--- src/rtl/inst_constraint_pkg.sv ---
// rtl/inst_constraint_pkg.sv - opcode/funct constants, NOP word and class enum for the QED subset
package inst_constraint_pkg;

  localparam logic [6:0] OPC_OP     = 7'b0110011;
  localparam logic [6:0] OPC_OP_IMM = 7'b0010011;
  localparam logic [6:0] OPC_LUI    = 7'b0110111;
  localparam logic [6:0] OPC_LOAD   = 7'b0000011;
  localparam logic [6:0] OPC_STORE  = 7'b0100011;

  localparam logic [6:0] F7_BASE    = 7'b0000000;
  localparam logic [6:0] F7_ALT     = 7'b0100000;
  localparam logic [6:0] F7_MULDIV  = 7'b0000001;

  localparam logic [2:0] F3_ADD_SUB = 3'b000;
  localparam logic [2:0] F3_SLL     = 3'b001;
  localparam logic [2:0] F3_WORD    = 3'b010;
  localparam logic [2:0] F3_SR      = 3'b101;

  localparam logic [31:0] NOP_INST  = 32'h0000_0013;

  typedef enum logic [2:0] {
    CLS_ILLEGAL = 3'd0,
    CLS_R_ALU   = 3'd1,
    CLS_I_ALU   = 3'd2,
    CLS_LUI     = 3'd3,
    CLS_LW      = 3'd4,
    CLS_SW      = 3'd5,
    CLS_NOP     = 3'd6
  } cls_e;

endpackage

--- src/rtl/inst_constraint_dec.sv ---
// rtl/inst_constraint_dec.sv - combinational subset decoder; RV32M acceptance under INST_CONSTRAINT_MULDIV_EN
module inst_constraint_dec
  import inst_constraint_pkg::*;
(
  input  logic [31:0] instruction,
  output logic        legal,
  output logic        dup,
  output cls_e        cls
);

  logic [6:0] opcode;
  logic [4:0] rd;
  logic [2:0] funct3;
  logic [4:0] rs1;
  logic [4:0] rs2;
  logic [6:0] funct7;
  logic       muldiv_ok;

  assign opcode = instruction[6:0];
  assign rd     = instruction[11:7];
  assign funct3 = instruction[14:12];
  assign rs1    = instruction[19:15];
  assign rs2    = instruction[24:20];
  assign funct7 = instruction[31:25];

`ifdef INST_CONSTRAINT_MULDIV_EN
  assign muldiv_ok = (funct7 == F7_MULDIV);
`else
  assign muldiv_ok = 1'b0;
`endif

  logic fmt_ok;
  logic same_half;
  logic hi_half;
  logic need_rd;
  logic base_legal;
  cls_e fmt_cls;

  // Per-format encoding check, register-half agreement and the half the instruction lives in
  always_comb begin
    fmt_ok    = 1'b0;
    same_half = 1'b0;
    hi_half   = rd[4];
    need_rd   = 1'b1;
    fmt_cls   = CLS_ILLEGAL;
    case (opcode)
      OPC_OP: begin
        fmt_ok    = (funct7 == F7_BASE) ||
                    ((funct7 == F7_ALT) && ((funct3 == F3_ADD_SUB) || (funct3 == F3_SR))) ||
                    muldiv_ok;
        same_half = (rd[4] == rs1[4]) && (rs1[4] == rs2[4]);
        fmt_cls   = CLS_R_ALU;
      end
      OPC_OP_IMM: begin
        if (funct3 == F3_SLL)     fmt_ok = (funct7 == F7_BASE);
        else if (funct3 == F3_SR) fmt_ok = (funct7 == F7_BASE) || (funct7 == F7_ALT);
        else                      fmt_ok = 1'b1;
        same_half = (rd[4] == rs1[4]);
        fmt_cls   = CLS_I_ALU;
      end
      OPC_LUI: begin
        fmt_ok    = 1'b1;
        same_half = 1'b1;
        fmt_cls   = CLS_LUI;
      end
      OPC_LOAD: begin
        fmt_ok    = (funct3 == F3_WORD);
        same_half = (rd[4] == rs1[4]);
        fmt_cls   = CLS_LW;
      end
      OPC_STORE: begin
        fmt_ok    = (funct3 == F3_WORD);
        same_half = (rs1[4] == rs2[4]);
        hi_half   = rs1[4];
        need_rd   = 1'b0;
        fmt_cls   = CLS_SW;
      end
      default: ;
    endcase
    // x0 and its duplicate x16 are never valid destinations
    base_legal = fmt_ok && same_half && (!need_rd || (rd[3:0] != 4'd0));
  end

  // NOP is ADDI x0,x0,0 and would otherwise trip the x0 rule, so it is matched first
  always_comb begin
    if (instruction == NOP_INST) begin
      legal = 1'b1;
      dup   = 1'b0;
      cls   = CLS_NOP;
    end else begin
      legal = base_legal;
      dup   = base_legal && hi_half;
      cls   = base_legal ? fmt_cls : CLS_ILLEGAL;
    end
  end

endmodule

--- src/rtl/inst_constraint.sv ---
// rtl/inst_constraint.sv - QED instruction constraint checker top; optional RV32M via INST_CONSTRAINT_MULDIV_EN
module inst_constraint
  import inst_constraint_pkg::*;
#(
  parameter int CNT_W = 16
) (
  input  logic             clk,
  input  logic             rst_n,
  input  logic             inst_vld,
  input  logic [31:0]      instruction,
  output logic             legal,
  output logic             dup,
  output logic [2:0]       cls,
  output logic             viol,
  output logic [31:0]      viol_inst,
  output logic [CNT_W-1:0] orig_cnt,
  output logic [CNT_W-1:0] dup_cnt
);

  localparam logic [CNT_W-1:0] CNT_MAX = {CNT_W{1'b1}};

  cls_e dec_cls;

  inst_constraint_dec u_dec (
    .instruction (instruction),
    .legal       (legal),
    .dup         (dup),
    .cls         (dec_cls)
  );

  assign cls = dec_cls;

  // Sticky violation capture (first offender only) and saturating per-half counters
  always_ff @(posedge clk) begin
    if (!rst_n) begin
      viol      <= 1'b0;
      viol_inst <= 32'd0;
      orig_cnt  <= '0;
      dup_cnt   <= '0;
    end else if (inst_vld) begin
      if (!legal) begin
        viol <= 1'b1;
        if (!viol) viol_inst <= instruction;
      end else if (dec_cls != CLS_NOP) begin
        if (dup) begin
          if (dup_cnt != CNT_MAX) dup_cnt <= dup_cnt + 1'b1;
        end else begin
          if (orig_cnt != CNT_MAX) orig_cnt <= orig_cnt + 1'b1;
        end
      end
    end
  end

endmodule

--- config.mk ---
export PLATFORM = sky130hd
export DESIGN_NAME = inst_constraint
export DESIGN_NICKNAME = d
export VERILOG_FILES = /design/src/rtl/inst_constraint_pkg.sv /design/src/rtl/inst_constraint_dec.sv /design/src/rtl/inst_constraint.sv
export SDC_FILE = /design/constraint.sdc
export NUM_CORES = 1
export LEC_CHECK = 0
export ABC_CLOCK_PERIOD_IN_PS = 6000
export BUFFER_PORTS_ARGS = -buffer_cell sky130_fd_sc_hd__buf_4
export CORE_ASPECT_RATIO = 0.9
export CORE_MARGIN = 3
export CORE_UTILIZATION = 35
export CTS_CLUSTER_SIZE = 10
export DETAILED_ROUTE_END_ITERATION = 6
export PLACE_DENSITY = 0.57
export SLEW_MARGIN = 20
export SYNTH_ARGS = -nofsm -noshare
export SYNTH_HDL_FRONTEND = slang
export SYNTH_SLANG_ARGS = --single-unit
--- constraint.sdc ---
create_clock -name clk -period 6 [get_ports clk]
set_input_delay 0.6 -clock clk [delete_from_list [all_inputs] [get_ports clk]]
set_output_delay 0.6 -clock clk [all_outputs]
set_load 0.02 [all_outputs]
==> results of run 1 <==
[layout make-up]
class | instances | area [µm²]
clock buffer | 11 | 131
clock inverter | 4 | 45.0
fill | 929 | 4580
inverter | 7 | 26.3
multi-input combinational | 292 | 1780
sequential | 65 | 1300
tap | 119 | 149
timing repair buffer | 105 | 788
[cells by family (layout without fill, tap and decap cells)]
kind of cell	after synthesis	after routing	share of synthesized area, %
buffers and inverters	35	127	5.45
multiplexers	35	35	10.7
flip-flops	65	65	39.9
adder cells (fa/ha/maj)	2	2	0.767
AND/OR/NAND/NOR	183	183	29.1
AO/OA/AOI/OAI	68	68	13.0
XOR/XNOR	4	4	1.07
[placed cells by master, fill, tap and decap left out, drive strengths merged, types with 2 or more instances in the layout]
| master | count |
|---|---|
| and2 | 7 |
| or4 | 12 |
| or3 | 14 |
| and3 | 4 |
| nand2b | 4 |
| dfxtp | 65 |
| nand2 | 81 |
| and4 | 5 |
| inv | 7 |
| buf | 105 |
| xor2 | 3 |
| nand4 | 11 |
| nand3 | 19 |
| nor4 | 6 |
| clkbuf | 11 |
| o31ai | 13 |
| a31oi | 2 |
| mux2i | 35 |
| nor2 | 13 |
| ha | 2 |
| clkinv | 3 |
| nor4b | 2 |
| o21a | 2 |
| o21ai | 16 |
| a21oi | 25 |
[worst max-delay path by stage]
stage               slack (ns)  cells past startpoint             to       startpoint
detailed placement        2.77                      7  viol_inst[25]   instruction[7]
floorplan                 3.22                      6         cls[1]   instruction[6]
global route              2.80                      8         cls[1]  instruction[25]
global placement          2.89                      7  viol_inst[17]   instruction[7]
CTS                       2.98                      7         cls[1]  instruction[25]
finish                    2.97                      7         cls[1]  instruction[25]
[worst max-delay path, delay by kind of cell]
kind                   cells  cell delay (ns)
buffers and inverters      2             0.27
and+or+nand+nor            5             1.57
[per-stage QoR]
stage	instances	area [µm²]	total power, µW	utilization (%)
2_1_floorplan	392	3260	532	-
3_3_place_gp	588	4050	582	46.0
3_5_place_dp	588	4050	583	46.0
4_1_cts	603	4230	939	48.0
5_1_grt	603	4230	967	48.0
6_report	603	4230	927	48.0
[routing by layer]
metal / vias up / part of all wire (%) / GRT usage [%]
met4: 0 / 1.1 / 3.88
li1: 1582 / - / -
met1: 1467 / 47 / 21.8
met5: - / 0 / 0
met2: 77 / 46 / 25.2
met3: 7 / 6.2 / 5.45
[flip-flops by register name (all words and copies together), names as in the netlist]
register   flops
dup_cnt       16
orig_cnt      16
viol           1
viol_inst     32
[power groups by stage]
stage / Clock, µW / Combinational, µW / Sequential, µW
after CTS: 366 / 120 / 454
final: 356 / 118 / 453
after global routing: 383 / 129 / 455
after global placement: 0 / 118 / 463
after detailed placement: 0 / 120 / 463
after floorplan: 0 / 52.2 / 480
==> run_results.csv, run 1 <==
group,metric,value,unit
logic_synthesis,netlist_top_cells_count,"nand2_1, dfxtp_1, mux2i_1",
detailed_routing,vias,3133,
flow_run,cap_viol_max_count,0,
pwr,p_clk_share,38.3,%
detailed_routing,drtIter0Drc,114,
logic_synthesis,synth_cells,392,
clock_network,cts_setup_buffers,0,
timing,finalClockSkew,0.00792,ns
min_path,whs_path_depth,2,
die,start_util,37.0,%
critical_path,critPathKind,"input port to primary output",
logic_synthesis,yosysTopAreaCell,"dfxtp_1",
timing,max_slew_margin,32.7,%
place,io_buffers,104,
timing,report.final.slew_viol_count,0,
finish,syn_to_final_growth,29.5,%
finish,nets,517,
logic_synthesis,synth.distinct_cells,46,
logic_synthesis,ys_async_sr_fraction,0,%
pwr,power_frac_comb,12.8,%
grt,grt-ovfl-total,0,
logic_synthesis,yosysMostFrequentCell,"nand2_1",
logic_synthesis,synth.area.top_cells,"dfxtp_1, mux2i_1, nand2_1",
logic_synthesis,yosysWarnings,0,
grt,grt_first_pass_wirelength,13.8,mm
clock_network,cts.sinks,65,
clock_network,cts.path.max_buffers,2,
pwr,seqPwrFrac,48.9,%
grt,track_usage,16.3,%
die,core_area,8810,µm²
run_status,run_status,"finished, final reports clean",
critical_path,ff2ff_setup_slack,3.65,ns
critical_path,crit_path_start_kind,"input port",
die,num_io_pins,105,
clock_network,clk_pin_slew,0.07,ns
pwr,vdd_drop_max,86.2,µV
min_path,min_path_type,"flop to flop",
critical_path,timing.rr.start,"orig_cnt[2]",
timing,worstMarginPinSlew,1.01,ns
detailed_routing,wirelength,8.61,mm
detailed_routing,antenna_left,0,
timing,finalCritPeriodShare,50.6,%
die,num_rows,32,
detailed_routing,drt-pass1-iter-count,5,
critical_path,worstPathCellList,"buf_4, nor4_2, nand2_1, or4_1, nand2_1, and4_1, buf_4",
timing,fin_setup_tns,0,ns
die,dieArea,10500,µm²
timing,hold_viol,0,
critical_path,critPathCaptureType,"primary output",
timing,rsz0062_at_grt,"false",
logic_synthesis,netlist_area,3260,µm²
critical_path,crit_required,5.40,ns
logic_synthesis,ys_seq_area_share,39.9,%
timing,setup_viol,0,
timing,fmax,330,MHz
logic_synthesis,ys_ff_latch,65,
timing,holdWs,0.459,ns
clock_network,cts_tree,"yes",
logic_synthesis,ys.flop_type,"dfxtp_1",
logic_synthesis,synth_nets,429,
clock_network,root_buffer,"clkbuf_8",
min_path,hold_path_end,"viol_inst[27]",
pwr,switchingPower,243,µW
clock_network,h-tree-depth,3,
min_path,hold_start,"viol_inst[27]",
grt,grt_pass1_vias,2791,
logic_synthesis,yosysTopAreaCellShare,39.9,%
critical_path,crit_arrival,2.43,ns
critical_path,regToRegEndpoint,"orig_cnt[3]",
logic_synthesis,synth_edf_count,0,
pwr,p_int,685,µW
grt,grt_max_degree,74,
timing,setup_slack,2.97,ns
detailed_routing,vias_per_cell,5.20,
critical_path,reg2regPathDepth,6,
die,fp.dieW,108,µm
pwr,power_density,219,nW/µm²
clock_network,cts-resized-gates,0,
critical_path,slowest_delay,0.67,ns
detailed_routing,drc_errors,0,
die,die_height,97.6,µm
critical_path,slowest_stage,"or4_1",
clock_network,clkLatencyLatePin,0.34,ns
place,post-place-ws,2.77,ns
grt,grt_antenna_before_repair,0,
pwr,p_leak,0.00172,µW
logic_synthesis,synth_area_per_cell,8.32,µm²
clock_network,hold_buffers,0,
place,gp_congestion,0.762,
finish,diodes,0,
detailed_routing,avgRoutedWirePerCell,14.3,µm
pwr,p_sw_share,26.2,%
critical_path,crit_path_max_fanout,6,
clock_network,cts-buffers-inserted,9,
timing,finalCriticalPeriod,3.03,ns
finish,drive_gt1_share,26.0,%
place,hpwlAfterDp,6.08,mm
(Power assumes the default switching activity.)
==> inputs of run 2 (changes only) <==
Settings changed: ABC_AREA from default to 1, ABC_CLOCK_PERIOD_IN_PS 6000 to 2600, PLACE_DENSITY 0.57 to 0.58.
Clock period 6 ns to 2.6 ns, I/O delays scaled along.
==> run 2 against run 1 <==
  * Core utilization is 0.31 points higher
  * Highest routed layer unchanged
  * Global-route usage increased by 1.7 points
  * Largest cell class unchanged
  * Largest power group is now the clock network
  * Non-clock buffer count increased by 5
  * Count of clock-buffer cells in the layout is 3 higher
  * Final cell count grew 24%
  * Routed wire length is 18% higher
==> run_results.csv, run 2 <==
group,metric,value,unit
run_status,run_status,"finished, final reports clean",
flow_run,cap_viol_max_count,0,
clock_network,root_buffer,"clkbuf_16",
clock_network,clkLatencyLatePin,0.33,ns
detailed_routing,avgRoutedWirePerCell,13.5,µm
clock_network,cts_setup_buffers,0,
timing,max_slew_margin,50.2,%
logic_synthesis,synthAdderAreaFrac,0.697,%
grt,grt_first_pass_wirelength,16.9,mm
die,dieArea,11500,µm²
die,die_height,102,µm
critical_path,worstPathCellList,"ha_1, nand2_1, nor3_2, nand3_1, inv_1, nand3_2, nand2_1, clkinv_1, nor2_1, nor2_1",
pwr,vdd_drop_max,366,µV
critical_path,crit_path_start_kind,"flop",
timing,rsz0062_at_grt,"false",
timing,finalClockSkew,0.00497,ns
timing,setup_viol,0,
critical_path,crit_required,2.83,ns
logic_synthesis,yosysMostFrequentCell,"nand2_1",
logic_synthesis,netlist_area,3590,µm²
logic_synthesis,synth-xor-area-share,3.90,%
grt,track_usage,17.9,%
die,start_util,36.5,%
clock_network,cts.path.max_buffers,2,
grt,grt_antenna_before_repair,0,
timing,hold_viol,0,
logic_synthesis,synthMuxAreaShare,0,%
finish,diodes,0,
grt,grt_max_degree,37,
pwr,p_leak,0.00204,µW
critical_path,crit_arrival,2.36,ns
detailed_routing,drt-pass1-iter-count,4,
logic_synthesis,netlist_top_cells_count,"nand2_1, dfxtp_1, inv_1",
critical_path,critPathCaptureType,"flop",
finish,final_common_cell,"nand2_1",
logic_synthesis,synth.distinct_cells,32,
logic_synthesis,synth_simple_gate_area_share,40.0,%
min_path,min_path_type,"input port to flop",
place,io_buffers,104,
clock_network,clk_pin_slew,0.05,ns
finish,utilization,48.3,%
die,core_area,9830,µm²
logic_synthesis,ys_async_sr_fraction,0,%
die,num_io_pins,105,
logic_synthesis,synth_edf_count,0,
timing,fmax,468,MHz
detailed_routing,wirelength,10.1,mm
grt,grt_pass1_vias,3489,
pwr,power_density,541,nW/µm²
logic_synthesis,synth_nets,561,
place,gp_congestion,0.830,
finish,top_register,"viol_inst",
timing,fin_setup_tns,0,ns
timing,finalCriticalPeriod,2.14,ns
detailed_routing,antenna_left,0,
logic_synthesis,synth.area.top_cells,"dfxtp_1, nand2_1, nand4_1",
timing,worstMarginPinSlew,0.747,ns
logic_synthesis,ys_seq_area_share,36.2,%
die,fp.dieW,113,µm
logic_synthesis,synth_cells,524,
detailed_routing,drtIter0Drc,170,
logic_synthesis,yosysWarnings,0,
timing,finalCritPeriodShare,82.2,%
timing,report.final.slew_viol_count,0,
place,placed_cells,733,
die,num_rows,34,
timing,setup_slack,0.463,ns
finish,nets,655,
critical_path,crit_path_max_fanout,19,
detailed_routing,drc_errors,0,
place,hpwlAfterDp,7.45,mm
clock_network,cts-resized-gates,0,
critical_path,slowest_delay,0.42,ns
logic_synthesis,ys.flop_type,"dfxtp_1",
grt,grt-ovfl-total,0,
clock_network,cts_tree,"yes",
finish,reg_top3,"viol_inst (32), dup_cnt (16), orig_cnt (16)",
detailed_routing,vias,3772,
finish,drive_gt1_share,23.6,%
critical_path,slowest_stage,"dfxtp_1",
finish,finalNonFillerCells,749,
place,post-place-ws,0.383,ns
logic_synthesis,synth_area_per_cell,6.85,µm²
clock_network,cts.sinks,65,
clock_network,hold_buffers,0,
logic_synthesis,synth_top_family_by_area,"simple AND/OR/NAND/NOR gates",
logic_synthesis,yosysTopAreaCell,"dfxtp_1",
logic_synthesis,ys_ff_latch,65,
critical_path,critPathKind,"flop to flop",
logic_synthesis,yosysTopAreaCellShare,36.2,%
finish,mostFrequentLayoutCells,"nand2_1, buf_4, dfxtp_1",
finish,syn_to_final_growth,32.2,%
clock_network,h-tree-depth,3,
logic_synthesis,synth-compound-area-share,7.98,%
detailed_routing,vias_per_cell,5.04,
finish,largest_reg_flops,32,
clock_network,cts-buffers-inserted,9,
[run 2: logic make-up (layout without fill, tap and decap cells)]
group                      Yosys count  in the layout
and+or+nand+nor                    295            295
buffers and inverters               90            189
DFF                                 65             65
AOI/OAI and AO/OA                   56             56
xor gates and xnor gates            16             16
adders and majority gates            2              2
[run 2: cell type report]
type                    instances  area (µm²)
fillers                      1003        5080
inverters                      63         236
flip-flops and latches         65        1300
well taps                     126         158
multi-input cells             369        1890
clock inverters                 2        35.0
clock buffers                  14         274
repair buffers                110         851
[run 2: where the power goes]
group	switching, µW	leakage (µW)	internal [µW]	total [µW]
sequential	16.4	0.000528	1030	1040
clock	432	0.000153	820	1250
combinational	161	0.00136	110	271
[run 2: path summary, 6_finish.rpt]
| path | from | endpoint | slack (ns) | depth (start not counted) |
|---|---|---|---|---|
| worst max-delay path | dup_cnt[0] | dup_cnt[0] | 0.46 | 10 |
| worst min-delay path | instruction[28] | viol_inst[28] | 0.23 | 3 |
| worst max register to register | dup_cnt[0] | dup_cnt[0] | 0.46 | 10 |
| worst min register to register | viol_inst[15] | viol_inst[15] | 0.46 | 2 |
[run 2: stage by stage]
step | total power (µW) | cell area [µm²] | hold slack [ns]
after floorplan | 1210 | 3590 | 0.428
after global placement | 1330 | 4440 | 0.452
after detailed placement | 1330 | 4440 | 0.455
after CTS | 2610 | 4740 | 0.215
after global routing | 2660 | 4740 | 0.228
final | 2560 | 4740 | 0.228
[run 2: routing by layer]
metal / track usage, % / part of all wire, % / vias up
met4: 6.38 / 1.5 / 0
met1: 24.2 / 48 / 1739
met3: 5.27 / 6.4 / 14
met5: 0 / 0 / -
li1: - / - / 1926
met2: 27.3 / 45 / 93
[run 2: worst max-delay path, delay by kind of cell (launching register included)]
family | cells | cell delay [ns]
DFF | 1 | 0.42
buffers and inverters | 2 | 0.24
adders and majority gates | 1 | 0.23
and+or+nand+nor | 7 | 1.14
==> inputs of run 3 (changes only) <==
Settings changed: ABC_CLOCK_PERIOD_IN_PS 2600 to 2000, PLACE_DENSITY 0.58 to 0.56.
Clock period 2.6 ns to 2 ns, I/O delays scaled along.
==> run 3 against run 2 <==
  * Maximum frequency up 20%
  * Total power rose by 22%
  * Highest routed layer unchanged
  * Routed wire length increased by 2.6%
  * Sequential power rose by 30%
==> run_results.csv, run 3 (synthesized netlist as in run 2, its figures left out) <==
group,metric,value,unit
detailed_routing,wirelength,10.4,mm
timing,fin_setup_tns,0,ns
clock_network,clkLatencyLatePin,0.33,ns
critical_path,crit_arrival,2.01,ns
pwr,p_leak,0.00209,µW
grt,grt_max_degree,50,
clock_network,root_buffer,"clkbuf_16",
die,fp.dieW,113,µm
finish,mostFrequentLayoutCells,"nand2_1, buf_4, dfxtp_1",
place,io_buffers,104,
finish,final_common_cell,"nand2_1",
clock_network,cts_setup_buffers,0,
timing,finalCritPeriodShare,89.1,%
clock_network,cts.sinks,65,
detailed_routing,vias,3829,
pwr,vdd_drop_max,374,µV
clock_network,cts_tree,"yes",
flow_run,cap_viol_max_count,0,
grt,grt_antenna_before_repair,0,
detailed_routing,drc_errors,0,
critical_path,critPathKind,"flop to flop",
timing,rsz0062_at_grt,"false",
grt,grt_first_pass_wirelength,17.2,mm
finish,largest_reg_flops,32,
detailed_routing,avgRoutedWirePerCell,13.7,µm
place,hpwlAfterDp,7.45,mm
detailed_routing,drt-pass1-iter-count,5,
timing,worstMarginPinSlew,0.551,ns
finish,final_area,4800,µm²
clock_network,cts-resized-gates,0,
clock_network,h-tree-depth,3,
timing,finalCriticalPeriod,1.78,ns
finish,top_register,"viol_inst",
timing,max_slew_margin,63.3,%
detailed_routing,vias_per_cell,5.04,
finish,reg_top3,"viol_inst (32), dup_cnt (16), orig_cnt (16)",
place,gp_congestion,0.815,
detailed_routing,antenna_left,0,
critical_path,crit_path_max_fanout,7,
timing,fmax,561,MHz
die,num_rows,34,
detailed_routing,drtIter0Drc,183,
finish,nets,666,
critical_path,critPathCaptureType,"flop",
clock_network,cts.path.max_buffers,2,
finish,diodes,0,
die,die_height,102,µm
finish,syn_to_final_growth,33.6,%
grt,grt_pass1_vias,3560,
timing,report.final.slew_viol_count,0,
critical_path,crit_path_start_kind,"flop",
clock_network,cts-buffers-inserted,9,
grt,track_usage,18.2,%
run_status,run_status,"finished, final reports clean",
grt,grt-ovfl-total,0,
pwr,power_density,651,nW/µm²
finish,drive_gt1_share,25.4,%
finish,nFillCells,1015,
clock_network,clk_pin_slew,0.05,ns
die,core_area,9830,µm²
die,num_io_pins,105,
critical_path,crit_required,2.23,ns
die,start_util,36.5,%
timing,hold_viol,0,
timing,setup_viol,0,
die,dieArea,11500,µm²
timing,finalClockSkew,0.00556,ns
clock_network,hold_buffers,0,
place,post_dp_cell_area,4520,µm²
min_path,min_path_type,"input port to flop",
run 3: final timing paths:
path | end | slack [ns] | from | depth (start not counted)
min | viol_inst[27] | 0.17 | instruction[27] | 3
min reg2reg | viol_inst[5] | 0.46 | viol_inst[5] | 2
max | dup_cnt[2] | 0.22 | dup_cnt[0] | 11
max reg2reg | dup_cnt[2] | 0.22 | dup_cnt[0] | 11
run 3: worst max-delay path, cell delays in order, from the launching register on:
cell and delay, ns:
dfxtp_1 0.34, ha_1 0.21, nand2_1 0.12, nor3_4 0.24
nand3_2 0.12, inv_1 0.12, nand3_2 0.09, buf_4 0.20
nand3_1 0.08, nand2_1 0.06, inv_1 0.06, nor2_1 0.04
run 3: final cells by class:
class,count,area [µm²],share of cell area [%]
sequential,65,1300,27.2
inverter,63,236,4.93
clock buffer,11,243,5.06
tap,126,158,3.29
timing repair buffer,121,933,19.5
multi-input combinational,369,1900,39.7
clock inverter,4,20.0,0.417
run 3: through the flow:
stage	worst slack [ns]	util (%)	instances	hold WS (ns)	total power, µW
final	0.218	48.8	759	0.169	3120
after CTS	0.143	48.7	759	0.152	3170
after global routing	0.00106	48.8	759	0.167	3250
after detailed placement	0.139	46.0	744	0.455	1730
after floorplan	0.0401	-	524	0.368	1570
after global placement	0.184	46.0	744	0.451	1730
run 3: where the power goes:
part / total [µW] / switching, µW / internal [µW]
registers: 1350 / 20.8 / 1330
clock network: 1420 / 561 / 856
logic: 351 / 209 / 142
run 3: routing by layer:
layer / vias to the layer above / part of all wire [%] / track usage, %
met3: 10 / 6.7 / 5.27
li1: 1943 / - / -
met4: 0 / 0.82 / 4.99
met5: - / 0 / 0
met1: 1761 / 48 / 24.6
met2: 115 / 45 / 28.7
